File: config.mk
export PLATFORM = sky130hd
export DESIGN_NAME = uart_program_loader
export DESIGN_NICKNAME = d
export VERILOG_FILES = /design/src/rtl/uart_program_loader.sv
export SDC_FILE = /design/constraint.sdc
export NUM_CORES = 1
export LEC_CHECK = 0
export CORE_ASPECT_RATIO = 0.8
export CORE_MARGIN = 2
export CORE_UTILIZATION = 50
export DETAILED_ROUTE_END_ITERATION = 8
export GPL_ROUTABILITY_DRIVEN = 1
export HOLD_SLACK_MARGIN = 0.1
export PLACE_DENSITY = 0.69
export SLEW_MARGIN = 20
export SYNTH_ARGS = -nofsm -noshare
export SYNTH_HDL_FRONTEND = slang
export SYNTH_SLANG_ARGS = --single-unit
export TNS_END_PERCENT = 100
File: constraint.sdc
create_clock -name clk -period 7 [get_ports clk]
set_input_delay 1.75 -clock clk [delete_from_list [all_inputs] [get_ports clk]]
set_output_delay 1.75 -clock clk [all_outputs]
set_load 0.02 [all_outputs]
File: src/rtl/uart_program_loader.sv
// ---------------------------------------------------------------------------
// uart_program_loader
//
// Boot-time program writer. Receives a program image over an 8N1 UART line
// and writes it word by word into the instruction/data RAM write port. The
// CPU is held in reset until the final word has been written.
//
// Image format (all little-endian):
//   byte 0..1 : 16-bit word count N
//   then N words of 4 bytes each, first byte = bits [7:0]
//
// Ports
//   clk        system clock, single domain
//   reset      asynchronous, active-high reset
//   rx         UART receive line, idle high, asynchronous to clk
//   mem_we     one-cycle RAM write strobe
//   mem_addr   RAM word address (valid while mem_we is high)
//   mem_wdata  RAM write data   (valid while mem_we is high)
//   cpu_reset  high until the load completes; drives the core reset
//   done       load complete, sticky until reset
//   frame_err  a stop bit was sampled low, sticky until reset
//
// CLKS_PER_BIT must be >= 4 so that the half-bit start check and the
// per-bit counter both have room to count.
// ---------------------------------------------------------------------------
module uart_program_loader #(
    parameter int CLKS_PER_BIT = 104,
    parameter int ADDR_WIDTH   = 14,
    parameter int DATA_WIDTH   = 32
) (
    input  logic                  clk,
    input  logic                  reset,
    input  logic                  rx,
    output logic                  mem_we,
    output logic [ADDR_WIDTH-1:0] mem_addr,
    output logic [DATA_WIDTH-1:0] mem_wdata,
    output logic                  cpu_reset,
    output logic                  done,
    output logic                  frame_err
);

    localparam int CNT_W = $clog2(CLKS_PER_BIT);
    localparam logic [CNT_W-1:0] HALF_LAST = CNT_W'(CLKS_PER_BIT / 2 - 1);
    localparam logic [CNT_W-1:0] BIT_LAST  = CNT_W'(CLKS_PER_BIT - 1);

    typedef enum logic [1:0] {
        RX_IDLE,
        RX_START,
        RX_DATA,
        RX_STOP
    } rx_state_e;

    typedef enum logic [2:0] {
        LD_LEN_LO,
        LD_LEN_HI,
        LD_DATA,
        LD_DONE,
        LD_ERROR
    } ld_state_e;

    // -----------------------------------------------------------------------
    // rx synchronizer. Both flops reset high so a reset never looks like a
    // start bit.
    // -----------------------------------------------------------------------
    logic rx_meta_q;
    logic rx_sync_q;

    // NOTE: sequential state uses non-blocking (<=) so every flop samples the
    // pre-edge value of its inputs regardless of statement order.
    always_ff @(posedge clk or posedge reset) begin
        if (reset) begin
            rx_meta_q <= 1'b1;
            rx_sync_q <= 1'b1;
        end else begin
            rx_meta_q <= rx;
            rx_sync_q <= rx_meta_q;
        end
    end

    // -----------------------------------------------------------------------
    // Byte receiver
    // -----------------------------------------------------------------------
    rx_state_e        rx_state_q,   rx_state_d;
    logic [CNT_W-1:0] clk_cnt_q,    clk_cnt_d;
    logic [2:0]       bit_idx_q,    bit_idx_d;
    logic [7:0]       shift_q,      shift_d;
    logic             byte_valid_q, byte_valid_d;
    logic             stop_err_q,   stop_err_d;
    logic             frame_err_q,  frame_err_d;

    // NOTE: every signal assigned in always_comb gets a default first, so no
    // path through the case statement can leave it unassigned (no latches).
    always_comb begin
        rx_state_d   = rx_state_q;
        clk_cnt_d    = clk_cnt_q;
        bit_idx_d    = bit_idx_q;
        shift_d      = shift_q;
        byte_valid_d = 1'b0;
        stop_err_d   = 1'b0;
        frame_err_d  = frame_err_q;

        unique case (rx_state_q)
            RX_IDLE: begin
                clk_cnt_d = '0;
                if (!rx_sync_q) begin
                    rx_state_d = RX_START;
                end
            end
            RX_START: begin
                // Re-check the line half a bit in; a high level means the
                // falling edge was a glitch.
                if (clk_cnt_q == HALF_LAST) begin
                    clk_cnt_d = '0;
                    bit_idx_d = '0;
                    rx_state_d = rx_sync_q ? RX_IDLE : RX_DATA;
                end else begin
                    clk_cnt_d = clk_cnt_q + 1'b1;
                end
            end
            RX_DATA: begin
                if (clk_cnt_q == BIT_LAST) begin
                    clk_cnt_d = '0;
                    // LSB arrives first, so shift in from the top.
                    shift_d = {rx_sync_q, shift_q[7:1]};
                    if (bit_idx_q == 3'd7) begin
                        rx_state_d = RX_STOP;
                    end else begin
                        bit_idx_d = bit_idx_q + 1'b1;
                    end
                end else begin
                    clk_cnt_d = clk_cnt_q + 1'b1;
                end
            end
            RX_STOP: begin
                if (clk_cnt_q == BIT_LAST) begin
                    clk_cnt_d  = '0;
                    rx_state_d = RX_IDLE;
                    if (rx_sync_q) begin
                        byte_valid_d = 1'b1;
                    end else begin
                        stop_err_d  = 1'b1;
                        frame_err_d = 1'b1;
                    end
                end else begin
                    clk_cnt_d = clk_cnt_q + 1'b1;
                end
            end
            default: rx_state_d = RX_IDLE;
        endcase
    end

    always_ff @(posedge clk or posedge reset) begin
        if (reset) begin
            rx_state_q   <= RX_IDLE;
            clk_cnt_q    <= '0;
            bit_idx_q    <= '0;
            shift_q      <= '0;
            byte_valid_q <= 1'b0;
            stop_err_q   <= 1'b0;
            frame_err_q  <= 1'b0;
        end else begin
            rx_state_q   <= rx_state_d;
            clk_cnt_q    <= clk_cnt_d;
            bit_idx_q    <= bit_idx_d;
            shift_q      <= shift_d;
            byte_valid_q <= byte_valid_d;
            stop_err_q   <= stop_err_d;
            frame_err_q  <= frame_err_d;
        end
    end

    // -----------------------------------------------------------------------
    // Loader. shift_q holds the received byte while byte_valid_q is high and
    // stays stable until the next byte's data bits begin.
    // -----------------------------------------------------------------------
    ld_state_e             ld_state_q,   ld_state_d;
    logic [7:0]            len_lo_q,     len_lo_d;
    logic [15:0]           words_left_q, words_left_d;
    logic [1:0]            byte_cnt_q,   byte_cnt_d;
    logic [DATA_WIDTH-1:0] word_q,       word_d;
    logic                  mem_we_q,     mem_we_d;
    logic [ADDR_WIDTH-1:0] mem_addr_q,   mem_addr_d;
    logic [DATA_WIDTH-1:0] mem_wdata_q,  mem_wdata_d;
    logic                  cpu_reset_q,  cpu_reset_d;
    logic                  done_q,       done_d;
    logic [15:0]           len_word;

    assign len_word = {shift_q, len_lo_q};

    always_comb begin
        ld_state_d   = ld_state_q;
        len_lo_d     = len_lo_q;
        words_left_d = words_left_q;
        byte_cnt_d   = byte_cnt_q;
        word_d       = word_q;
        mem_we_d     = 1'b0;
        mem_addr_d   = mem_addr_q;
        mem_wdata_d  = mem_wdata_q;
        cpu_reset_d  = cpu_reset_q;
        done_d       = done_q;

        unique case (ld_state_q)
            LD_LEN_LO: begin
                if (byte_valid_q) begin
                    len_lo_d   = shift_q;
                    ld_state_d = LD_LEN_HI;
                end
            end
            LD_LEN_HI: begin
                if (byte_valid_q) begin
                    words_left_d = len_word;
                    byte_cnt_d   = '0;
                    if (len_word == 16'd0) begin
                        ld_state_d  = LD_DONE;
                        done_d      = 1'b1;
                        cpu_reset_d = 1'b0;
                    end else begin
                        ld_state_d = LD_DATA;
                    end
                end
            end
            LD_DATA: begin
                // Bookkeeping for the write issued last cycle: the address
                // only moves after the strobe so it is stable while mem_we=1.
                if (mem_we_q) begin
                    mem_addr_d   = mem_addr_q + 1'b1;
                    words_left_d = words_left_q - 1'b1;
                    if (words_left_q == 16'd1) begin
                        ld_state_d  = LD_DONE;
                        done_d      = 1'b1;
                        cpu_reset_d = 1'b0;
                    end
                end
                if (byte_valid_q) begin
                    // Little-endian assembly: after four shifts the first
                    // byte sits in bits [7:0].
                    word_d     = {shift_q, word_q[DATA_WIDTH-1:8]};
                    byte_cnt_d = byte_cnt_q + 1'b1;
                    if (byte_cnt_q == 2'd3) begin
                        mem_we_d    = 1'b1;
                        mem_wdata_d = {shift_q, word_q[DATA_WIDTH-1:8]};
                    end
                end
            end
            LD_DONE, LD_ERROR: begin
                // Terminal until reset; received bytes are ignored.
            end
            default: ld_state_d = LD_ERROR;
        endcase

        // A framing error aborts an unfinished load. A finished load is left
        // alone so the running CPU is not disturbed.
        if (stop_err_q && ld_state_q != LD_DONE) begin
            ld_state_d = LD_ERROR;
            mem_we_d   = 1'b0;
        end
    end

    always_ff @(posedge clk or posedge reset) begin
        if (reset) begin
            ld_state_q   <= LD_LEN_LO;
            len_lo_q     <= '0;
            words_left_q <= '0;
            byte_cnt_q   <= '0;
            word_q       <= '0;
            mem_we_q     <= 1'b0;
            mem_addr_q   <= '0;
            mem_wdata_q  <= '0;
            cpu_reset_q  <= 1'b1;
            done_q       <= 1'b0;
        end else begin
            ld_state_q   <= ld_state_d;
            len_lo_q     <= len_lo_d;
            words_left_q <= words_left_d;
            byte_cnt_q   <= byte_cnt_d;
            word_q       <= word_d;
            mem_we_q     <= mem_we_d;
            mem_addr_q   <= mem_addr_d;
            mem_wdata_q  <= mem_wdata_d;
            cpu_reset_q  <= cpu_reset_d;
            done_q       <= done_d;
        end
    end

    assign mem_we    = mem_we_q;
    assign mem_addr  = mem_addr_q;
    assign mem_wdata = mem_wdata_q;
    assign cpu_reset = cpu_reset_q;
    assign done      = done_q;
    assign frame_err = frame_err_q;

endmodule

After elaboration in Yosys (flattened, before gate mapping)
Index checks and enable logic that the tools add are counted.

word-level totals
  register bits = 135
  input port bits = 3
  output and inout bits = 50
  word-level logic and storage cells = 121

cells by class
  add/sub/neg operators = 5
  equality and inequality tests = 29
  multiplexer cells = 47
  bitwise logic cells = 1
  reduce and logical (&&, ||, !) cells = 20

operator list
  kind                   count
  $mux 16                2
  $pmux 16 s2            1
  $mux 3                 8
  $ne 2x2->1 const B     12
  $pmux 7 s3             1
  $mux 1                 19
  $eq 16x1->1 const B    1
  $logic_not 16->1       1
  $mux 2                 8
  $sub 16x1->16 const B  1
  $reduce_and 5->1       3
  $add 14x1->14 const B  1
  $mux 7                 2
  $ne 3x3->1 const B     4
  $pmux 3 s4             1
  $reduce_and 3->1       4
  $pmux 2 s4             1
  $reduce_and 2->1       4
  $add 7x1->7 const B    1
  $eq 7x6->1 const B     1
  $eq 7x7->1 const B     1
  $eq 2x2->1 const B     3
  $eq 3x2->1 const B     2
  $eq 3x3->1 const B     2
  other kinds (15)       18

Longest topological paths before layout
Gate-level depths: netlist (run 1).

  depth in word-level cells = 5
  mapped depth = 7
  mapped depth without buffers = 7

Worst setup path before layout (run 1)
Ideal clock, no wire load.

  kind = register -> output
  start = register cpu_reset_q, in the netlist cpu_reset
  end = output port cpu_reset
  arrival = 559 ps
  data required time = 5250 ps
  slack = 4691 ps
  stages on the path, launching flop included = 1
  buffers on the path = 0
  cell sequence = dfstp_2

RTL lines
  element                 line  source
  start, declared         184   logic cpu_reset_q, cpu_reset_d;
  start signal, assigned  280   cpu_reset_q <= cpu_reset_d;
  end, declared           37    output logic cpu_reset,

No word-level cell between the ends.

Worst setup path in the final report (run 1)
  start = register cpu_reset_q, in the netlist cpu_reset
  end = output port cpu_reset

No word-level cell between the ends.

==> results of run 1 <==
==> cell families (layout without fill, tap and decap cells) <==
| group | count (synthesis) | after routing |
|---|---|---|
| buffers and inverters | 28 | 98 |
| adders and majority gates | 7 | 7 |
| xor gates and xnor gates | 18 | 18 |
| and+or+nand+nor | 127 | 127 |
| AOI/OAI and AO/OA | 69 | 69 |
| DFF | 127 | 127 |
| muxes | 77 | 77 |
==> final cells by class <==
type	count	area, µm²
fillers	828	3990
flip-flops and latches	127	3180
multi-input cells	298	2250
repair buffers	57	558
clock buffers	18	439
clock inverters	14	213
well taps	144	180
inverters	9	36.3
==> per-layer routing <==
metal / share of wire / routed length (µm)
met1: 0.48 / 4950
met2: 0.47 / 4860
met3: 0.039 / 403
met4: 0.0095 / 98
met5: 0 / 0
==> placed cells by master (no fill, tap or decap), types with 4 or more instances in the layout <==
| master | synthesis | final |
|---|---|---|
| dfrtp_1 | 124 | 124 |
| clkdlybuf4s50_1 | 0 | 52 |
| mux2_2 | 45 | 45 |
| nor2_1 | 39 | 39 |
| mux2_1 | 32 | 32 |
| nand2_1 | 23 | 23 |
| a21oi_1 | 19 | 19 |
| clkbuf_16 | 0 | 17 |
| o21ai_0 | 12 | 12 |
| nand3_1 | 10 | 10 |
| xnor2_1 | 10 | 10 |
| xor2_1 | 8 | 8 |
| inv_1 | 8 | 7 |
| nor4_1 | 7 | 7 |
| ha_1 | 7 | 7 |
| and3_1 | 6 | 6 |
| nor3_1 | 6 | 6 |
| o21ai_1 | 6 | 6 |
| nand4_1 | 5 | 5 |
| a31oi_1 | 5 | 5 |
| bufinv_16 | 0 | 5 |
| buf_4 | 0 | 5 |
| or2_2 | 4 | 4 |
| o22ai_1 | 4 | 4 |
| clkinv_2 | 0 | 4 |
==> through the flow <==
| step | power [mW] | cell area, µm² | instances | utilization |
|---|---|---|---|---|
| 6_report | 1.71 | 6860 | 667 | 0.632 |
| 5_1_grt | 1.77 | 6860 | 667 | 0.632 |
| 4_1_cts | 1.73 | 6860 | 667 | 0.632 |
| 3_5_place_dp | 0.766 | 6200 | 635 | 0.572 |
| 3_3_place_gp | 0.765 | 6200 | 635 | 0.572 |
| 2_1_floorplan | 0.760 | 5550 | 453 | - |
==> flip-flops by register name, summed over array words and instances (netlist names), 2 cells and up, named ones only <==
signal / cells
mem_addr: 14
word_q: 24
len_lo_q: 8
shift_q: 8
byte_cnt_q: 2
bit_idx_q: 3
mem_wdata: 32
ld_state_q: 3
words_left_q: 16
clk_cnt_q: 7
==> power by group <==
group / switching (mW) / leakage (nW) / internal (mW)
clock: 0.316 / 0.320 / 0.641
combinational: 0.0138 / 1.21 / 0.00157
sequential: 0.000396 / 1.75 / 0.736
==> worst paths after layout <==
| kind | start | to | slack (ns) | cells after the start |
|---|---|---|---|---|
| setup / recovery | cpu_reset | cpu_reset | 3.73 | 1 |
| max in group asynchronous | reset | ld_state_q[1] | 3.87 | 3 |
| hold reg to reg | rx_meta_q | rx_sync_q | 0.35 | 0 |
| hold / removal | rx_meta_q | rx_sync_q | 0.35 | 0 |
| min in group asynchronous | reset | mem_addr[10] | 1.84 | 2 |
| setup reg to reg | clk_cnt_q[0] | shift_q[4] | 4.84 | 6 |
==> flow_metrics.py, run 1 <==
metrics = {
    "clock_tree": {
        "cts_setup_buffers": 0,
        "cts_tree": "yes",
        "numCtsBuffers": 17,
        "cts_buffer_depth": 2,
        "clk_latency_ns": 0.41,
        "clkTransAtPathRegs_ns": 0.05,
        "clock_sink_count": 127,
        "clock-root-buffer": "clkbuf_16",
        "htree_levels": 4,
        "cts_resized": 0,
        "cts_hold_buf": 0,
    },
    "worst_setup_path": {
        "cp.required_ns": 5.25,
        "worst-path-buf-inv": 1,
        "critPathTopFamily": "buffers and inverters",
        "cp_cell_sequence": "clkdlybuf4s50_1",
        "cp-start-kind": "flip-flop",
        "cp_slowest_stage_delay_ns": 0.59,
        "path_class": "reg2out",
        "cpMaxStageDelayCell": "clkdlybuf4s50_1",
        "worstPathMaxFanout": 2,
        "cp-end-kind": "primary output",
        "worstPathArrival_ns": 1.52,
    },
    "global_routing": {
        "antenna_found_initial": 0,
        "grt_pass1_vias": 3581,
        "gr-usage-met3": 0.0520,
        "grt_start_max_net_pins": 69,
        "overflow": 0,
        "use_met1": 0.261,
        "grt_use_met2": 0.278,
        "grt_pass1_wl_um": 17400,
        "grt_usage": 0.186,
        "busiest_layer": "met2",
    },
    "timing": {
        "fin_ws_ns": 3.73,
        "relSlewSlack": 0.406,
        "finalMaxSlewViolations": 0,
        "rsz0062_at_grt": "no",
        "worst_clock_skew_ns": 0.00605,
        "worst_slew_pin_slew_ns": 0.888,
        "hold_viol_final": 0,
        "fin_crit_ns": 3.27,
        "holdWs_ns": 0.354,
        "period_share": 0.467,
        "finalSetupTns_ns": 0,
        "timing.fmax_mhz": 306,
        "setup_violations": 0,
    },
    "yosys": {
        "synth_compound_area_frac": 0.0789,
        "netlist_instances": 453,
        "synth_seq_cells": 127,
        "synth.distinct_cells": 56,
        "synth.top_cell.area_share": 0.559,
        "yosys_warnings": 0,
        "syn_area_per_cell_um2": 12.3,
        "synth_top_family_by_area": "multiplexers",
        "synthAdderAreaFrac": 0.0158,
        "synth_edf_count": 0,
        "syn-cell-area_um2": 5550,
        "yosys-top-cells-area": "dfrtp_1, mux2_2, mux2_1",
        "synth-simple-area-share": 0.126,
        "synth_flop_cell": "dfrtp_1",
        "synth_commonest_cells": "dfrtp_1, mux2_2, nor2_1, mux2_1, nand2_1",
        "synth_xor_area_frac": 0.0284,
        "synth_nets": 463,
        "synth.most_common_cell": "dfrtp_1",
        "async_reset_ff_frac": 1.00,
        "yosys.area.top_type": "dfrtp_1",
        "ys_seq_area_frac": 0.573,
        "synth.area.mux_share": 0.156,
    },
    "die": {
        "die_width_um": 122,
        "start_util": 0.512,
        "design.core.area_um2": 10800,
        "num_io_pins": 53,
        "die_height_um": 98.2,
        "rows": 34,
        "die_area_um2": 12000,
    },
    "detailed_routing": {
        "routedWlPerCell_um": 15.5,
        "firstDrtPassIters": 4,
        "drc_errors": 0,
        "antenna_left": 0,
        "via_count": 3658,
        "totalWireLength_um": 10300,
        "vias_per_cell": 5.48,
        "drtIter0Drc": 217,
    },
    "layout": {
        "final_nets": 520,
        "drive_gt1_frac": 0.195,
        "antenna_cells": 0,
        "area_growth_pct": 23.5,
    },
    "outcome": {
        "status": "complete, no violations",
    },
    "flow_run": {
        "cap_viol_max_count": 0,
    },
    "pwr": {
        "ir_drop_uv": 207,
        "p_per_area_nw_per_um2": 249,
        "power_leakage_nw": 3.28,
    },
    "min_path": {
        "hp-class": "reg2reg",
    },
    "placement": {
        "io_buffers": 52,
        "place_ws_ns": 3.33,
        "hpwl_um": 6800,
        "gp_congestion": 0.840,
    },
}
(Power assumes the default switching activity.)
==> run 2: changes to the inputs <==
==> constraint.sdc (replaced) <==
create_clock -name clk -period 3.3 [get_ports clk]
set_input_delay 0.825 -clock clk [delete_from_list [all_inputs] [get_ports clk]]
set_output_delay 0.825 -clock clk [all_outputs]
set_load 0.02 [all_outputs]
==> flow_metrics.py, run 2 (synthesis results as in run 1) <==
metrics = {
    "worst_setup_path": {
        "cpMaxStageDelayCell": "clkdlybuf4s50_1",
        "critPathTopFamily": "buffers and inverters",
        "cp-end-kind": "primary output",
        "r2r_start": "ld_state_q[2]",
        "crit_cells": 1,
        "cp_cell_sequence": "clkdlybuf4s50_1",
        "worstPathArrival_ns": 1.53,
        "cp_slowest_stage_delay_ns": 0.60,
        "path_class": "reg2out",
        "cp.required_ns": 2.47,
        "cp-start-kind": "flip-flop",
        "worst-path-buf-inv": 1,
        "worstPathMaxFanout": 2,
        "ff2ff_path_depth": 5,
        "critPathLaunch": "cpu_reset",
    },
    "detailed_routing": {
        "drtIter0Drc": 224,
        "antenna_left": 0,
        "via_count": 3649,
        "vias_per_cell": 5.45,
        "firstDrtPassIters": 5,
        "drc_errors": 0,
        "totalWireLength_um": 10800,
        "routedWlPerCell_um": 16.1,
    },
    "placement": {
        "post_dp_cell_area_um2": 6240,
        "hpwl_um": 7080,
        "gp_congestion": 0.850,
        "io_buffers": 52,
    },
    "die": {
        "die_area_um2": 12000,
        "die_height_um": 98.2,
        "design.core.area_um2": 10800,
        "num_io_pins": 53,
        "die_width_um": 122,
        "rows": 34,
        "start_util": 0.512,
    },
    "clock_tree": {
        "cts_buffer_depth": 2,
        "numCtsBuffers": 17,
        "clock-root-buffer": "clkbuf_16",
        "clk_latency_ns": 0.41,
        "cts_resized": 0,
        "cts_tree": "yes",
        "clock_sink_count": 127,
        "cts_setup_buffers": 0,
        "htree_levels": 4,
        "clkTransAtPathRegs_ns": 0.05,
        "cts_hold_buf": 0,
    },
    "timing": {
        "fin_crit_ns": 2.36,
        "setup_violations": 0,
        "holdWs_ns": 0.355,
        "worst_slew_pin_slew_ns": 0.919,
        "hold_viol_final": 0,
        "timing.fmax_mhz": 424,
        "finalSetupTns_ns": 0,
        "rsz0062_at_grt": "no",
        "worst_clock_skew_ns": 0.00748,
        "relSlewSlack": 0.385,
        "finalMaxSlewViolations": 0,
        "period_share": 0.714,
    },
    "global_routing": {
        "grt_pass1_vias": 3695,
        "grt_pass1_wl_um": 18500,
        "grt_usage": 0.198,
        "overflow": 0,
        "antenna_found_initial": 0,
        "grt_start_max_net_pins": 49,
    },
    "layout": {
        "largest_reg_flops": 32,
        "drive_gt1_frac": 0.198,
        "stdcell_area_um2": 6920,
        "final_util": 0.638,
        "layout_commonest_cell": "dfrtp_1",
        "final_nets": 522,
        "layout_common_cells": "dfrtp_1, clkdlybuf4s50_1, mux2_2",
        "antenna_cells": 0,
        "area_growth_pct": 24.7,
    },
    "min_path": {
        "hp-class": "reg2reg",
        "hold_start": "rx_meta_q",
        "hold_path_depth": 0,
    },
    "pwr": {
        "ir_drop_uv": 521,
        "p_per_area_nw_per_um2": 536,
        "power_leakage_nw": 3.29,
    },
    "flow_run": {
        "cap_viol_max_count": 0,
    },
    "outcome": {
        "status": "complete, no violations",
    },
}
run 2: through the flow:
stage	cells	power [mW]	setup WS [ns]
after floorplan	453	1.61	0.910
after global placement	637	1.63	1.19
after detailed placement	637	1.63	1.14
after CTS	669	3.75	0.923
after global routing	669	3.83	0.909
final	669	3.71	0.943
run 2: layout make-up:
class	count	area [µm²]
flip-flops and latches	127	3180
clock inverters	14	239
inverters	9	37.5
clock buffers	18	439
fillers	832	3930
repair buffers	59	598
multi-input cells	298	2250
well taps	144	180
run 2: power breakdown:
group	internal [mW]	switching, mW
combinational	0.00820	0.0314
clock	1.44	0.677
sequential	1.56	0.000780
total	3.00	0.710
run 2: final timing paths:
kind                                 endpoint  slack [ns]
worst max-delay path                cpu_reset        0.94
worst min-delay path                rx_sync_q        0.36
worst max register to register  mem_wdata[25]        1.12
worst min register to register      rx_sync_q        0.36
max in group asynchronous           rx_sync_q        1.80
min in group asynchronous        clk_cnt_q[5]        0.80
run 2: layer usage:
metal | vias up | global-route usage | part of all wire
li1 | 1745 | - | -
met1 | 1816 | 0.270 | 0.48
met2 | 73 | 0.303 | 0.47
met3 | 15 | 0.0520 | 0.042
met4 | 0 | 0.0805 | 0.012
met5 | - | 0 | 0
==> run 3: changes to the inputs <==
--- a/config.mk
+++ b/config.mk
@@ -11,7 +11,7 @@
 export DETAILED_ROUTE_END_ITERATION = 8
 export GPL_ROUTABILITY_DRIVEN = 1
 export HOLD_SLACK_MARGIN = 0.1
-export PLACE_DENSITY = 0.69
+export PLACE_DENSITY = 0.72
 export SLEW_MARGIN = 20
 export SYNTH_ARGS = -nofsm -noshare
 export SYNTH_HDL_FRONTEND = slang
==> constraint.sdc (replaced) <==
create_clock -name clk -period 2.1 [get_ports clk]
set_input_delay 0.525 -clock clk [delete_from_list [all_inputs] [get_ports clk]]
set_output_delay 0.525 -clock clk [all_outputs]
set_load 0.02 [all_outputs]
==> flow_metrics.py, run 3 (synthesis results as in run 1) <==
metrics = {
    "outcome": {
        "status": "complete, no violations",
    },
    "die": {
        "die_height_um": 98.2,
        "rows": 34,
        "design.core.area_um2": 10800,
        "die_area_um2": 12000,
        "die_width_um": 122,
        "start_util": 0.512,
        "num_io_pins": 53,
    },
    "placement": {
        "gp_congestion": 0.836,
        "post_dp_cell_area_um2": 6280,
        "placed_cells": 642,
        "place_ws_ns": 0.0511,
        "io_buffers": 52,
        "hpwl_um": 6970,
    },
    "min_path": {
        "hold_path_depth": 0,
        "hp-class": "reg2reg",
    },
    "detailed_routing": {
        "vias_per_cell": 5.58,
        "totalWireLength_um": 11100,
        "drc_errors": 0,
        "firstDrtPassIters": 4,
        "drtIter0Drc": 215,
        "via_count": 3761,
        "routedWlPerCell_um": 16.4,
        "antenna_left": 0,
    },
    "layout": {
        "final_nets": 527,
        "instances_no_fill": 674,
        "antenna_cells": 0,
        "largest_reg_flops": 32,
        "fill_cells": 822,
        "area_growth_pct": 25.1,
        "layout_common_cells": "dfrtp_1, clkdlybuf4s50_1, mux2_2",
        "stdcell_area_um2": 6940,
        "drive_gt1_frac": 0.209,
        "layout_commonest_cell": "dfrtp_1",
    },
    "worst_setup_path": {
        "cp-start-kind": "flip-flop",
        "cp_slowest_stage_delay_ns": 0.64,
        "critPathTopFamily": "buffers and inverters",
        "worst-path-buf-inv": 1,
        "cp_cell_sequence": "clkdlybuf4s50_1",
        "worstPathArrival_ns": 1.49,
        "worstPathMaxFanout": 5,
        "cpMaxStageDelayCell": "clkdlybuf4s50_1",
        "ff2ff_path_depth": 7,
        "path_class": "reg2out",
        "cp.required_ns": 1.57,
        "crit_cells": 1,
        "cp-end-kind": "primary output",
    },
    "pwr": {
        "p_switching_mw": 1.13,
        "combPwrFrac": 0.010,
        "p_int_mw": 4.45,
        "power_leakage_nw": 3.33,
        "ir_drop_uv": 746,
        "swShare": 0.202,
        "sequentialPowerShare": 0.440,
        "clockPowerShare": 0.550,
        "p_per_area_nw_per_um2": 803,
    },
    "global_routing": {
        "antenna_found_initial": 0,
        "grt_start_max_net_pins": 95,
        "grt_pass1_wl_um": 18700,
        "grt_pass1_vias": 3792,
        "overflow": 0,
        "grt_usage": 0.202,
    },
    "timing": {
        "rsz0062_at_grt": "no",
        "relSlewSlack": 0.655,
        "worst_clock_skew_ns": 0.0163,
        "setup_violations": 0,
        "fin_crit_ns": 2.01,
        "holdWs_ns": 0.354,
        "period_share": 0.958,
        "hold_viol_final": 0,
        "worst_slew_pin_slew_ns": 0.518,
        "fin_ws_ns": 0.0888,
        "finalMaxSlewViolations": 0,
        "finalSetupTns_ns": 0,
        "timing.fmax_mhz": 497,
    },
    "clock_tree": {
        "clock-root-buffer": "clkbuf_16",
        "cts_tree": "yes",
        "clkTransAtPathRegs_ns": 0.05,
        "htree_levels": 4,
        "cts_buffer_depth": 2,
        "clk_latency_ns": 0.42,
        "numCtsBuffers": 17,
        "cts_hold_buf": 0,
        "clock_sink_count": 127,
    },
    "flow_run": {
        "cap_viol_max_count": 0,
    },
}
## run 3: path summary, 6_finish.rpt
| path | startpoint | slack (ns) | to |
|---|---|---|---|
| max | mem_addr[4] | 0.09 | mem_addr[4] |
| min | rx_meta_q | 0.35 | rx_sync_q |
| max reg2reg | words_left_q[0] | 0.13 | words_left_q[12] |
| min reg2reg | rx_meta_q | 0.35 | rx_sync_q |
| max in group asynchronous | reset | 1.09 | words_left_q[3] |
| min in group asynchronous | reset | 0.57 | clk_cnt_q[4] |
## run 3: area by class of cell
type | instances | area, µm² | area share
inverter | 9 | 37.5 | 0.00541
timing repair buffer | 64 | 638 | 0.0919
clock buffer | 19 | 433 | 0.0623
multi-input combinational | 298 | 2290 | 0.329
clock inverter | 13 | 186 | 0.0268
sequential | 127 | 3180 | 0.458
tap | 144 | 180 | 0.0259
## run 3: stage by stage
stage | util | power, mW
final | 0.640 | 5.58
after global routing | 0.640 | 5.77
after CTS | 0.637 | 5.63
after detailed placement | 0.579 | 2.56
after global placement | 0.579 | 2.56
after floorplan | - | 2.53
## run 3: power groups by stage
stage / sequential, mW / combinational [mW] / clock, mW
after floorplan: 2.50 / 0.0369 / 0
after global placement: 2.50 / 0.0598 / 0
after detailed placement: 2.50 / 0.0610 / 0
after CTS: 2.45 / 0.0609 / 3.12
after global routing: 2.45 / 0.0674 / 3.25
final: 2.45 / 0.0560 / 3.07
## run 3: timing repair
| action | CTS | global route |
|---|---|---|
| gates resized for setup | 2 | 6 |
| pin swaps | 0 | 1 |
| setup endpoints to repair | 9 | 16 |
| setup buffers | 0 | 0 |
## run 3: routing by layer
metal	wire length, µm	vias up	track usage
li1	-	1751	-
met2	5310	94	0.306
met1	5060	1902	0.273
met4	114	0	0.0760
met5	0	-	0
met3	576	14	0.0648
